===== src/rtl/riscv_pkg.sv =====
// Shared definitions for the instruction-fetch front end: fetch FSM states,
// the canonical NOP encoding and the default reset/trap addresses.
package riscv_pkg;

    typedef enum logic [1:0] {
        S_IDLE = 2'd0,
        S_REQ  = 2'd1,
        S_RESP = 2'd2,
        S_HOLD = 2'd3
    } fetch_state_t;

    localparam logic [31:0] NOP_INSTR        = 32'h0000_0013;
    localparam logic [31:0] DEFAULT_RESET_PC = 32'h0000_0400;
    localparam logic [31:0] DEFAULT_TRAP_VEC = 32'h0000_0200;

    function automatic logic is_word_aligned(input logic [31:0] addr);
        return (addr[1:0] == 2'b00);
    endfunction

endpackage


===== src/rtl/fetch_pc_reg.sv =====
// Program counter storage with a load enable; the next-PC choice is made
// by the fetch controller.
module fetch_pc_reg
    import riscv_pkg::*;
#(
    parameter logic [31:0] RESET_PC = DEFAULT_RESET_PC
) (
    input  logic        clock,
    input  logic        reset,
    input  logic        load,
    input  logic [31:0] pc_next,
    output logic [31:0] pc
);

    always_ff @(posedge clock or negedge reset) begin
        if (!reset) begin
            pc <= RESET_PC;
        end else if (load) begin
            pc <= pc_next;
        end
    end

endmodule


===== src/rtl/fetch_ctrl.sv =====
// IF-stage fetch sequencer: one outstanding instruction-memory request,
// stall handling, branch/trap redirects and discard of stale responses.
module fetch_ctrl
    import riscv_pkg::*;
#(
    parameter logic [31:0] RESET_PC = DEFAULT_RESET_PC,
    parameter logic [31:0] TRAP_VEC = DEFAULT_TRAP_VEC
) (
    input  logic        clock,
    input  logic        reset,
    output logic        imem_req_valid,
    input  logic        imem_req_ready,
    output logic [31:0] imem_addr,
    input  logic        imem_resp_valid,
    input  logic [31:0] imem_resp_data,
    input  logic        stall,
    input  logic        redirect_valid,
    input  logic [31:0] redirect_pc,
    input  logic        trap,
    output logic        if_valid,
    output logic [31:0] if_pc,
    output logic [31:0] if_instr,
    output logic        misaligned
);

    fetch_state_t state, state_n;

    logic [31:0] pc;
    logic [31:0] pc_next;
    logic        pc_load;
    logic        drop, drop_n;
    logic        if_valid_n;
    logic [31:0] if_pc_n;
    logic [31:0] if_instr_n;
    logic        misaligned_n;

    logic        redir_any;
    logic        bad_align;
    logic [31:0] redir_target;

    // A misaligned branch target is treated exactly like a trap.
    assign bad_align    = redirect_valid && !trap && !is_word_aligned(redirect_pc);
    assign redir_any    = trap || redirect_valid;
    assign redir_target = (trap || bad_align) ? TRAP_VEC : redirect_pc;
    assign imem_addr    = pc;

    fetch_pc_reg #(
        .RESET_PC (RESET_PC)
    ) u_pc_reg (
        .clock   (clock),
        .reset   (reset),
        .load    (pc_load),
        .pc_next (pc_next),
        .pc      (pc)
    );

    always_ff @(posedge clock or negedge reset) begin
        if (!reset) begin
            state          <= S_IDLE;
            imem_req_valid <= 1'b0;
            if_valid       <= 1'b0;
            if_pc          <= 32'h0000_0000;
            if_instr       <= NOP_INSTR;
            misaligned     <= 1'b0;
            drop           <= 1'b0;
        end else begin
            state          <= state_n;
            imem_req_valid <= (state_n == S_REQ);
            if_valid       <= if_valid_n;
            if_pc          <= if_pc_n;
            if_instr       <= if_instr_n;
            misaligned     <= misaligned_n;
            drop           <= drop_n;
        end
    end

    always_comb begin
        state_n      = state;
        pc_load      = 1'b0;
        pc_next      = pc + 32'd4;
        drop_n       = drop;
        if_valid_n   = if_valid;
        if_pc_n      = if_pc;
        if_instr_n   = if_instr;
        misaligned_n = 1'b0;

        case (state)
            S_IDLE: begin
                state_n = S_REQ;
            end

            S_REQ: begin
                if (redir_any) begin
                    pc_load      = 1'b1;
                    pc_next      = redir_target;
                    if_valid_n   = 1'b0;
                    misaligned_n = bad_align;
                    // An accepted request still owes us a response that must be thrown away.
                    if (imem_req_ready) begin
                        drop_n  = 1'b1;
                        state_n = S_RESP;
                    end else begin
                        state_n = S_REQ;
                    end
                end else if (imem_req_ready) begin
                    state_n = S_RESP;
                end
            end

            S_RESP: begin
                if (redir_any) begin
                    pc_load      = 1'b1;
                    pc_next      = redir_target;
                    if_valid_n   = 1'b0;
                    misaligned_n = bad_align;
                    if (imem_resp_valid) begin
                        drop_n  = 1'b0;
                        state_n = S_REQ;
                    end else begin
                        drop_n  = 1'b1;
                        state_n = S_RESP;
                    end
                end else if (imem_resp_valid) begin
                    if (drop) begin
                        drop_n  = 1'b0;
                        state_n = S_REQ;
                    end else begin
                        if_valid_n = 1'b1;
                        if_pc_n    = pc;
                        if_instr_n = imem_resp_data;
                        state_n    = S_HOLD;
                    end
                end
            end

            S_HOLD: begin
                if (redir_any) begin
                    pc_load      = 1'b1;
                    pc_next      = redir_target;
                    if_valid_n   = 1'b0;
                    misaligned_n = bad_align;
                    state_n      = S_REQ;
                end else if (!stall) begin
                    pc_load    = 1'b1;
                    if_valid_n = 1'b0;
                    state_n    = S_REQ;
                end
            end

            default: begin
                state_n = S_IDLE;
            end
        endcase
    end

endmodule


===== config.mk =====
export PLATFORM = sky130hd
export DESIGN_NAME = fetch_ctrl
export DESIGN_NICKNAME = d
export VERILOG_FILES = /design/src/rtl/riscv_pkg.sv /design/src/rtl/fetch_pc_reg.sv /design/src/rtl/fetch_ctrl.sv
export SDC_FILE = /design/constraint.sdc
export NUM_CORES = 1
export LEC_CHECK = 0
export BUFFER_PORTS_ARGS = -buffer_cell sky130_fd_sc_hd__buf_2
export CAP_MARGIN = 20
export CORE_ASPECT_RATIO = 0.7
export CORE_MARGIN = 3
export CORE_UTILIZATION = 54
export DETAILED_ROUTE_END_ITERATION = 10
export PLACE_DENSITY = 0.93
export SYNTH_ARGS = -nofsm -noshare
export SYNTH_HDL_FRONTEND = slang
export SYNTH_SLANG_ARGS = --single-unit

===== constraint.sdc =====
create_clock -name clock -period 3.55 [get_ports clock]
set_input_delay 0 -clock clock [delete_from_list [all_inputs] [get_ports clock]]
set_output_delay 0 -clock clock [all_outputs]
set_load 0.01 [all_outputs]

==> results of run 1 <==
==> tightest hold or removal path: cells and delay by family <==
kind / cells / cell delay, ns
buffers and inverters: 1 / 0.09
AO/OA/AOI/OAI: 2 / 0.19
==> metal layers <==
layer  wire length (um)  GRT usage (%)  part of all wire, %
met5                  0              0                    0
met4                396           10.5                  2.7
met3               1310           8.17                  8.9
met2               7340           49.4                   50
met1               5710           35.4                   39
==> cell families (layout without fill, tap and decap cells) <==
logic type | after synthesis | in the layout | synth area share, %
AOI/OAI and AO/OA | 111 | 111 | 14.1
adders and majority gates | 7 | 7 | 1.79
buffers and inverters | 37 | 261 | 4.10
DFF | 102 | 102 | 52.3
muxes | 65 | 65 | 15.0
other | 0 | 1 | 0
and+or+nand+nor | 114 | 114 | 12.8
==> cell type report <==
class | count | area share [%]
flip-flops and latches | 102 | 38.0
multi-input cells | 297 | 31.9
repair buffers | 234 | 22.4
clock buffers | 11 | 3.61
well taps | 120 | 2.23
clock inverters | 5 | 1.23
inverters | 11 | 0.613
diodes | 1 | 0.0372
==> Yosys cell counts, drive strengths merged, types with 2 or more instances <==
master,number,area [sq um]
a211o,2,17.5
o2bb2ai,3,26.3
a221oi,2,17.5
o22a,2,17.5
buf,15,87.6
and2,4,25.0
and3,3,20.0
or2,3,18.8
o22ai,5,31.3
nand3,21,105
nor3,13,76.3
nand2,25,93.8
ha,7,87.6
a22o,3,26.3
or3,2,12.5
a22oi,6,45.0
nand4,8,65.1
o31a,2,18.8
a21oi,39,195
o21ai,26,130
clkbuf,11,71.3
nand2b,2,12.5
nor2,21,78.8
dfstp,4,105
and4,6,57.6
a32oi,2,17.5
o311ai,2,17.5
nor4b,3,32.5
o21a,3,22.5
mux2,64,721
a31oi,6,37.5
o311a,2,20.0
dfrtp,98,2450
inv,11,41.3
==> path summary, 6_finish.rpt <==
kind | startpoint | end | slack (ns) | cells after the start
worst min register to register | if_pc[12] | if_pc[12] | 0.49 | 1
max in group asynchronous | reset | if_instr[0] | 2.56 | 4
min in group asynchronous | reset | u_pc_reg.pc[3] | 0.05 | 2
worst max register to register | state[1] | u_pc_reg.pc[10] | 1.02 | 7
worst max-delay path | state[1] | u_pc_reg.pc[10] | 1.02 | 7
worst min-delay path | redirect_pc[16] | u_pc_reg.pc[16] | 0.002 | 3
==> cells in the final DEF (no fill, tap or decap), drive strengths merged, types with 4 or more instances in the layout <==
cell / synthesis / layout
buf: 15 / 177
dfrtp: 98 / 98
mux2: 64 / 64
dlygate4sd3: 0 / 57
a21oi: 39 / 39
o21ai: 26 / 26
nand2: 25 / 25
nand3: 21 / 21
nor2: 21 / 21
nor3: 13 / 13
inv: 11 / 11
clkbuf: 11 / 11
nand4: 8 / 8
ha: 7 / 7
a22oi: 6 / 6
a31oi: 6 / 6
and4: 6 / 6
o22ai: 5 / 5
dfstp: 4 / 4
and2: 4 / 4
==> flip-flops by register name (all words and copies together) (netlist names) <==
register	cells
if_instr	32
if_pc	32
u_pc_reg.pc	32
state	2
drop	1
if_valid	1
imem_req_valid	1
misaligned	1
==> repair_timing <==
action / 4_1_cts / 5_1_grt
hold buffers: 57 / 0
gates resized for setup: 0 / 0
hold endpoints to repair: 136 / 0
==> report_power, final <==
part | internal (mW) | switching (mW) | total (mW)
clock network | 0.639 | 0.426 | 1.06
registers | 1.41 | 0.330 | 1.74
logic | 0.634 | 0.931 | 1.56
total | 2.68 | 1.69 | 4.37
==> results.md, run 1 <==
* # fillers at 542
* Crit Path Class: flip-flop to flip-flop
* Minimum clock period at 2.53 ns
* Root Driver: clkbuf_16
* Max-slew violations at 0
* Port Buffers at 169
* Post-synth top flop: dfrtp_1
* DP Worst Slack at 1.13 ns
* Post-CTS Setup Inserts at 0
* Post-synthesis sequential area ratio at 52.3%
* Setup violations, final at 0
* Later-pin clock latency in the skew report at 0.35 ns
* Max-capacitance violation count at 0
* Worst path slowest cell: a21o_1
* GRT overflow at 0
* Multi-input gate area at 0.00214 sq mm
* Die width at 120 um
* Power Density at between 600 and 700 mW/mm^2
* Status: completed
* Worst slew pin tran at roughly 1.0 ns
* Final HPWL DP at 9.52 mm
* Rel. slew slack at 31.3%
* Crit. End Element: flip-flop
* Worst vdd ir at approximately 0.00045 V
* CTS tree: yes
* Finished Core Util at 78.1%
* Final period utilization at ~70%
* GPL Wtd Cong at 0.866
* # DRC at 0
* Tot GR Track Use at between 20% and 30%
* Power, Total at 4.37 mW
* Startpoint types: flip-flop
* Final Hold Slack at 0.00155 ns
* Pre-antenna DRT Iters at 5
* Post-synth EDFFs at 0
* Asr flop ratio synth at 100%
* Antenna violation net count after detailed routing at 0
* Vias in the first global route at 4,695
* Final cell count without fillers at 781
* RSZ-0062 raised after global routing: false
* DP Area at 0.00581 sq mm
* Row count at 28
* Post-Syn Nets at 514
* First-pass GRT wire length at 23.5 mm
* Sequential cell area at 0.00256 sq mm
* Die area at 0.0102 sq mm
* 1st-iter DRT viols at 407
* Final hold vios at 0
* Core area at 0.00862 sq mm
* Final setup margin at 1.02 ns
* Top delay family on crit path: compound AO/OA/AOI/OAI gates
* Worst Path Arrival at 2.79 ns
* Layout cells sized above 1 at between 40% and 50%
* Vias post-DR at roughly 4.7k
* Syn Inst Count at roughly 440
* Worst Path Required at ~3.8 ns
* Antenna violations before repair at 0
* Post-Synthesis Cell Area at 0.00489 sq mm
* Max H-tree Level at 3
* Detailed-route wire length per cell at 18.9 um
* Crit-path max FO at 30
* Final #Nets at 733
* Worst path bufs/invs at 2
* Cell mode on critical path: o22ai_1
* Fmax at 395 MHz
* Setup_tns at 0 ns
* CTS buffer count at 9
* Clock-pin slew on the worst setup and hold paths at approximately 0.07 ns
* Initial core utilization at 56.7%
* CP peak stage delay at 0.78 ns
* Cells along the critical path: inv_1 -> ha_1 -> o22ai_1 -> a21o_1 -> buf_4 -> a21oi_1 -> o22ai_1
* Wirelength, routed at 14.8 mm
* Clock Sinks at 102
* Placed cell count at 706
* Vias per cell at 5.96
* Syn Area/Cell at 11.2 sq um
* Finished Cell Area at between 0.006 and 0.007 sq mm
* YS warnings at 0
* Die Y at around 86 um
* Distinct cells, synth at 55
* Max Root-Sink Buffers at 2
* Io pins at 170
* Pin count of the biggest net entering global routing at 83
* Leak Pwr at ~3.4 nW
* Area growth, synth to finish at 37.8%
* Clock skew at 0.0109 ns
* Synth Register Bits at 102
* Hold crit path type: input pin to flip-flop
Power figures use the tool's default switching activity.
==> run 2, diff against run 1 <==
- CORE_UTILIZATION: 54 -> 45
- PLACE_DENSITY: 0.93 -> 0.84
- clock period: 3.55 -> 2.3 ns (I/O delays scaled with it)
==> results.md, run 2 (synthesis gave the netlist of run 1 again) <==
* Final HPWL DP at 9.77 mm (was 9.52 mm)
* Port Buffers at 169 (unchanged)
* Vias post-DR at 4,585 (was 4,654)
* CTS tree: yes (unchanged)
* RSZ-0062 raised after global routing: false (unchanged)
* Switching portion of total power at 39.4% (was 38.6%)
* Clock Sinks at 102 (unchanged)
* Worst slew pin tran at 0.584 ns (was 1.03 ns)
* Hold crit path type: input pin to flip-flop (unchanged)
* Tot GR Track Use at 23.1% (was 28.9%)
* Clk network pwr share at 20.7% (was 24.4%)
* GPL Wtd Cong at 0.898 (was 0.866)
* Final #Nets at 743 (was 733)
* First-pass GRT wire length at 22.5 mm (was 23.5 mm)
* Minimum clock period at 2.12 ns (was 2.53 ns)
* Crit. End Element: flip-flop (unchanged)
* Vias per cell at 5.72 (was 5.96)
* Worst Path Required at 2.52 ns (was 3.81 ns)
* Leak Pwr at 3.40 nW (was 3.39 nW)
* Area growth, synth to finish at 38.4% (was 37.8%)
* Io pins at 170 (unchanged)
* Final cell count without fillers at 801 (was 781)
* Layout cells sized above 1 at 41.0% (was 40.8%)
* GRT overflow at 0 (unchanged)
* Final period utilization at 92.3% (was 71.4%)
* Post-CTS Setup Inserts at 0 (unchanged)
* Clock-pin slew on the worst setup and hold paths at 0.07 ns (about the same)
* Power Density at 971 mW/mm^2 (was 649 mW/mm^2)
* # DRC at 0 (unchanged)
* Final hold vios at 0 (unchanged)
* Clock skew at 0.00567 ns (was 0.0109 ns)
* Die area at 0.0122 sq mm (was 0.0102 sq mm)
* Row count at 31 (was 28)
* Max Root-Sink Buffers at 2 (unchanged)
* Wirelength, routed at 14.2 mm (was 14.8 mm)
* Total internal power at 3.98 mW (was 2.68 mW)
* Top Registers: if_instr (32), if_pc (32), u_pc_reg.pc (32) (unchanged)
* Initial core utilization at 46.7% (was 56.7%)
* CTS buffer count at 9 (unchanged)
* Die Y at 93.2 um (was 85.6 um)
* Commonest non-fill, non-tap cell in the layout: buf_2 (unchanged)
* Worst vdd ir at 0.000461 V (was 0.000448 V)
* Antenna violations before repair at 0 (unchanged)
* Setup violations, final at 0 (unchanged)
* Most used cells in the layout excluding fill and tap cells: buf_2 (168), dfrtp_1 (98), dlygate4sd3_1 (60), mux2_2 (59), a21oi_1 (38) (was buf_2 (168), dfrtp_1 (98), mux2_2 (59), dlygate4sd3_1 (57), a21oi_1 (38))
* Rel. slew slack at 60.1% (was 31.3%)
* Core area at 0.0105 sq mm (was 0.00862 sq mm)
* Net switching power at 2.59 mW (was 1.69 mW)
* Max H-tree Level at 3 (unchanged)
* Later-pin clock latency in the skew report at 0.34 ns (was 0.35 ns)
* Startpoint types: flip-flop (unchanged)
* Root Driver: clkbuf_16 (unchanged)
* Worst Path Arrival at 2.35 ns (was 2.79 ns)
* Antenna violation net count after detailed routing at 0 (unchanged)
* Pre-antenna DRT Iters at 5 (unchanged)
* Die width at 131 um (was 120 um)
* Status: completed (unchanged)
* Crit-path max FO at 9 (was 30)
* Max-capacitance violation count at 0 (unchanged)
* Placed cell count at 726 (was 706)
* Gate power share at 38.9% (was 35.8%)
* 1st-iter DRT viols at 388 (was 407)
* Max-slew violations at 0 (unchanged)
* Pin count of the biggest net entering global routing at 60 (was 83)
* Fmax at 471 MHz (was 395 MHz)
* Flop pwr share at 40.4% (was 39.8%)
* Antenna fix cells at 0 (was 1)
* Crit Path Class: flip-flop to flip-flop (unchanged)
* Setup_tns at 0 ns (unchanged)
* Detailed-route wire length per cell at 17.8 um (was 18.9 um)
* Vias in the first global route at 4,510 (was 4,695)
[run 2: layout make-up]
class	count	area, sq um
clock inverters	4	25.0
fillers	822	3710
flip-flops and latches	102	2560
inverters	11	41.3
well taps	132	165
clock buffers	11	233
multi-input cells	297	2140
repair buffers	244	1600
[run 2: worst max-delay path, stage by stage (launching register included)]
cell and delay, ns:
dfrtp_1 0.49, ha_1 0.29, and4_1 0.28, nand3_1 0.31, o311a_1 0.41, a211o_1 0.23
[run 2: what timing repair did]
action,in CTS,in global routing
hold buffers,60,0
gates resized for setup,0,0
hold endpoints to repair,98,0
[run 2: worst paths after layout]
| check | startpoint | endpoint | slack (ns) | depth (start not counted) |
|---|---|---|---|---|
| worst min-delay path | redirect_pc[9] | u_pc_reg.pc[9] | 0.03 | 3 |
| min in group asynchronous | reset | if_instr[29] | 0.21 | 2 |
| max in group asynchronous | reset | u_pc_reg.pc[10] | 1.33 | 3 |
| worst max register to register | u_pc_reg.pc[2] | u_pc_reg.pc[24] | 0.18 | 5 |
| worst min register to register | if_instr[16] | if_instr[16] | 0.49 | 1 |
| worst max-delay path | u_pc_reg.pc[2] | u_pc_reg.pc[24] | 0.18 | 5 |
[run 2: routing by layer]
| layer | up-vias | share of wire, % | GRT usage [%] |
|---|---|---|---|
| li1 | 2066 | - | - |
| met1 | 2231 | 42 | 31.4 |
| met2 | 262 | 48 | 37.6 |
| met3 | 26 | 8.9 | 5.37 |
| met4 | 0 | 1.6 | 5.74 |
| met5 | - | 0 | 0 |
[run 2: power by group through the flow]
stage / clock (mW) / sequential [mW] / combinational (mW)
final: 1.36 / 2.65 / 2.56
after global routing: 1.44 / 2.71 / 2.81
after CTS: 1.40 / 2.64 / 2.51
after detailed placement: 0 / 2.66 / 2.42
after global placement: 0 / 2.63 / 2.31
after floorplan: 0 / 2.71 / 1.39
[run 2: through the flow]
stage	area (sq um)	utilization (%)	worst slack [ns]	hold WS (ns)	power [mW]
6_report	6770	64.6	0.178	0.0298	6.57
5_1_grt	6770	64.6	0.0325	0.0442	6.96
4_1_cts	6770	64.6	0.192	0.0154	6.54
3_5_place_dp	5910	56.4	0.246	0.0360	5.08
3_3_place_gp	5910	56.4	0.303	0.00435	4.94
2_1_floorplan	4890	-	0.414	-0.296	4.10
==> run 3, diff against run 2 <==
- BUFFER_PORTS_ARGS: -buffer_cell sky130_fd_sc_hd__buf_2 -> -buffer_cell sky130_fd_sc_hd__buf_4
- HOLD_SLACK_MARGIN: not set -> 0.12
- clock period: 2.3 -> 1.8 ns (I/O delays scaled with it)
==> results.md, run 3 (synthesis gave the netlist of run 1 again) <==
* Final setup margin at -0.0467 ns (was 0.178 ns)
* Worst slew pin tran at 0.483 ns (was 0.584 ns)
* Max-capacitance violation count at 0 (unchanged)
* Final cell count without fillers at 868 (was 801)
* Max H-tree Level at 3 (unchanged)
* Switching portion of total power at 37.8% (was 39.4%)
* GPL Wtd Cong at 0.960 (was 0.898)
* Final Hold Slack at 0.154 ns (was 0.0298 ns)
* Antenna fix cells at 0 (unchanged)
* 1st-iter DRT viols at 452 (was 388)
* Die area at 0.0122 sq mm (unchanged)
* Clock-pin slew on the worst setup and hold paths at 0.07 ns (about the same)
* Crit-path max FO at 4 (was 9)
* Finished Core Util at 76.8% (was 64.6%)
* Status: complete, but fails checks (was completed)
* Wirelength, routed at 16.8 mm (was 14.2 mm)
* Cells along the critical path: inv_2 -> ha_4 -> o22ai_4 -> a21oi_4 -> nand2_2 -> or4_1 -> nand3_1 (was ha_1 -> and4_1 -> nand3_1 -> o311a_1 -> a211o_1)
* Setup_tns at -0.0686 ns (was 0 ns)
* Row count at 31 (unchanged)
* Final #Nets at 809 (was 743)
* Hold crit path type: input pin to flip-flop (unchanged)
* First-pass GRT wire length at 24.9 mm (was 22.5 mm)
* CTS buffer count at 9 (unchanged)
* Die width at 131 um (unchanged)
* Violated checks: negative setup slack
* Detailed-route wire length per cell at 19.3 um (was 17.8 um)
* Multi-input gate area at 0.00233 sq mm (was 0.00214 sq mm)
* Most used cells in the layout excluding fill and tap cells: buf_4 (224), dfrtp_1 (95), dlygate4sd3_1 (68), mux2_2 (59), a21oi_1 (36) (was buf_2 (168), dfrtp_1 (98), dlygate4sd3_1 (60), mux2_2 (59), a21oi_1 (38))
* Worst Path Required at 2.08 ns (was 2.52 ns)
* Worst path bufs/invs at 1 (was 0)
* Worst Path Arrival at 2.12 ns (was 2.35 ns)
* Crit Path Class: flip-flop to flip-flop (unchanged)
* Flop pwr share at 31.5% (was 40.4%)
* CP peak stage delay at 0.49 ns (about the same)
* # DRC at 0 (unchanged)
* Clock skew at 0.00408 ns (was 0.00567 ns)
* Net switching power at 3.78 mW (was 2.59 mW)
* Worst path slowest cell: or4_1 (was dfrtp_1)
* Top delay family on crit path: simple AND/OR/NAND/NOR gates (was compound AO/OA/AOI/OAI gates)
* Port Buffers at 169 (unchanged)
* Antenna violation net count after detailed routing at 0 (unchanged)
* Area growth, synth to finish at 64.6% (was 38.4%)
* Final HPWL DP at 10.3 mm (was 9.77 mm)
* Antenna violations before repair at 0 (unchanged)
* Vias per cell at 5.71 (was 5.72)
* Sequential cell area at 0.00256 sq mm (about the same)
* Die Y at 93.2 um (unchanged)
* Clk network pwr share at 18.5% (was 20.7%)
* Core area at 0.0105 sq mm (unchanged)
* Io pins at 170 (unchanged)
* Initial core utilization at 46.7% (unchanged)
* Startpoint types: flip-flop (unchanged)
* CTS tree: yes (unchanged)
* Root Driver: clkbuf_16 (unchanged)
* Setup violations, final at 3 (was 0)
* DP Area at 0.00669 sq mm (was 0.00591 sq mm)
* Final hold vios at 0 (unchanged)
* Pin count of the biggest net entering global routing at 68 (was 60)
* Max Root-Sink Buffers at 2 (unchanged)
* Placed cell count at 771 (was 726)
* GRT overflow at 0 (unchanged)
* Later-pin clock latency in the skew report at 0.34 ns (about the same)
* Fmax at 542 MHz (was 471 MHz)
* Commonest non-fill, non-tap cell in the layout: buf_4 (was buf_2)
* Power Density at 1240 mW/mm^2 (was 971 mW/mm^2)
* Final period utilization at 103% (was 92.3%)
* Pre-antenna DRT Iters at 5 (unchanged)
* RSZ-0062 raised after global routing: true (was false)
* # fillers at 612 (was 822)
* Max-slew violations at 0 (unchanged)
* Layout cells sized above 1 at 49.0% (was 41.0%)
* Clock Sinks at 102 (unchanged)
* Top Registers: if_instr (32), if_pc (32), u_pc_reg.pc (32) (unchanged)
* Gate power share at 49.9% (was 38.9%)
* Crit. End Element: flip-flop (unchanged)
* Rel. slew slack at 67.7% (was 60.1%)
* Leak Pwr at 3.90 nW (was 3.40 nW)
* Finished Cell Area at 0.00804 sq mm (was 0.00677 sq mm)
* Minimum clock period at 1.85 ns (was 2.12 ns)
* Total internal power at 6.21 mW (was 3.98 mW)
* Worst vdd ir at 0.000827 V (was 0.000461 V)
* Vias post-DR at 4,955 (was 4,585)
* Vias in the first global route at 4,935 (was 4,510)
* Tot GR Track Use at 25.9% (was 23.1%)
==> run 3: power by group through the flow <==
stage	Clock [mW]	Sequential, mW	Combinational [mW]
after floorplan	0	3.47	1.79
after global placement	0	3.14	4.02
after detailed placement	0	3.17	4.18
after CTS	1.89	3.12	4.46
after global routing	1.99	3.20	5.31
final	1.85	3.15	4.99
==> run 3: per-stage QoR <==
step	total power [mW]	setup WS, ns
after floorplan	5.26	-0.0242
after global placement	7.16	-0.0298
after detailed placement	7.34	-0.0963
after CTS	9.48	0.00536
after global routing	10.5	-0.0938
final	10.0	-0.0467
==> run 3: final timing paths <==
check                                start              end  slack, ns  cells past startpoint
max in group asynchronous            reset     if_instr[28]       1.02                      3
max                               state[0]  u_pc_reg.pc[29]      -0.05                      7
min                        redirect_pc[18]  u_pc_reg.pc[18]       0.15                      4
max reg2reg                       state[0]  u_pc_reg.pc[29]      -0.05                      7
min reg2reg                   if_instr[16]     if_instr[16]       0.49                      1
min in group asynchronous            reset   u_pc_reg.pc[2]       0.25                      3
==> run 3: repair_timing <==
item                                    4_1_cts  5_1_grt
cloned                                        2        1
setup buffers                                 7        4
hold buffers                                 68        0
hold endpoints to repair                    168        0
pin swaps                                     3       16
endpoints found under the setup margin       71       90
resized for setup                            15       42
==> run 3: layer usage <==
layer  GRT usage, %  share of wire, %  wire length, um
met3           5.42               8.4             1410
met1           34.3                40             6690
met5              0                 0                0
met4           7.79               2.3              384
met2           43.1                49             8280
==> run 3: cell type report <==
| type | count | area share [%] |
|---|---|---|
| Timing Repair Buffer | 310 | 33.1 |
| Clock inverter | 2 | 0.187 |
| Clock buffer | 14 | 3.41 |
| Multi-Input combinational cell | 297 | 28.9 |
| Tap cell | 132 | 2.05 |
| Sequential cell | 102 | 31.8 |
| Inverter | 11 | 0.513 |
==> run 3: worst min-delay path: cells and delay by family <==
kind | cells | cell delay (ns)
AO/OA/AOI/OAI | 3 | 0.37
buffers and inverters | 1 | 0.09
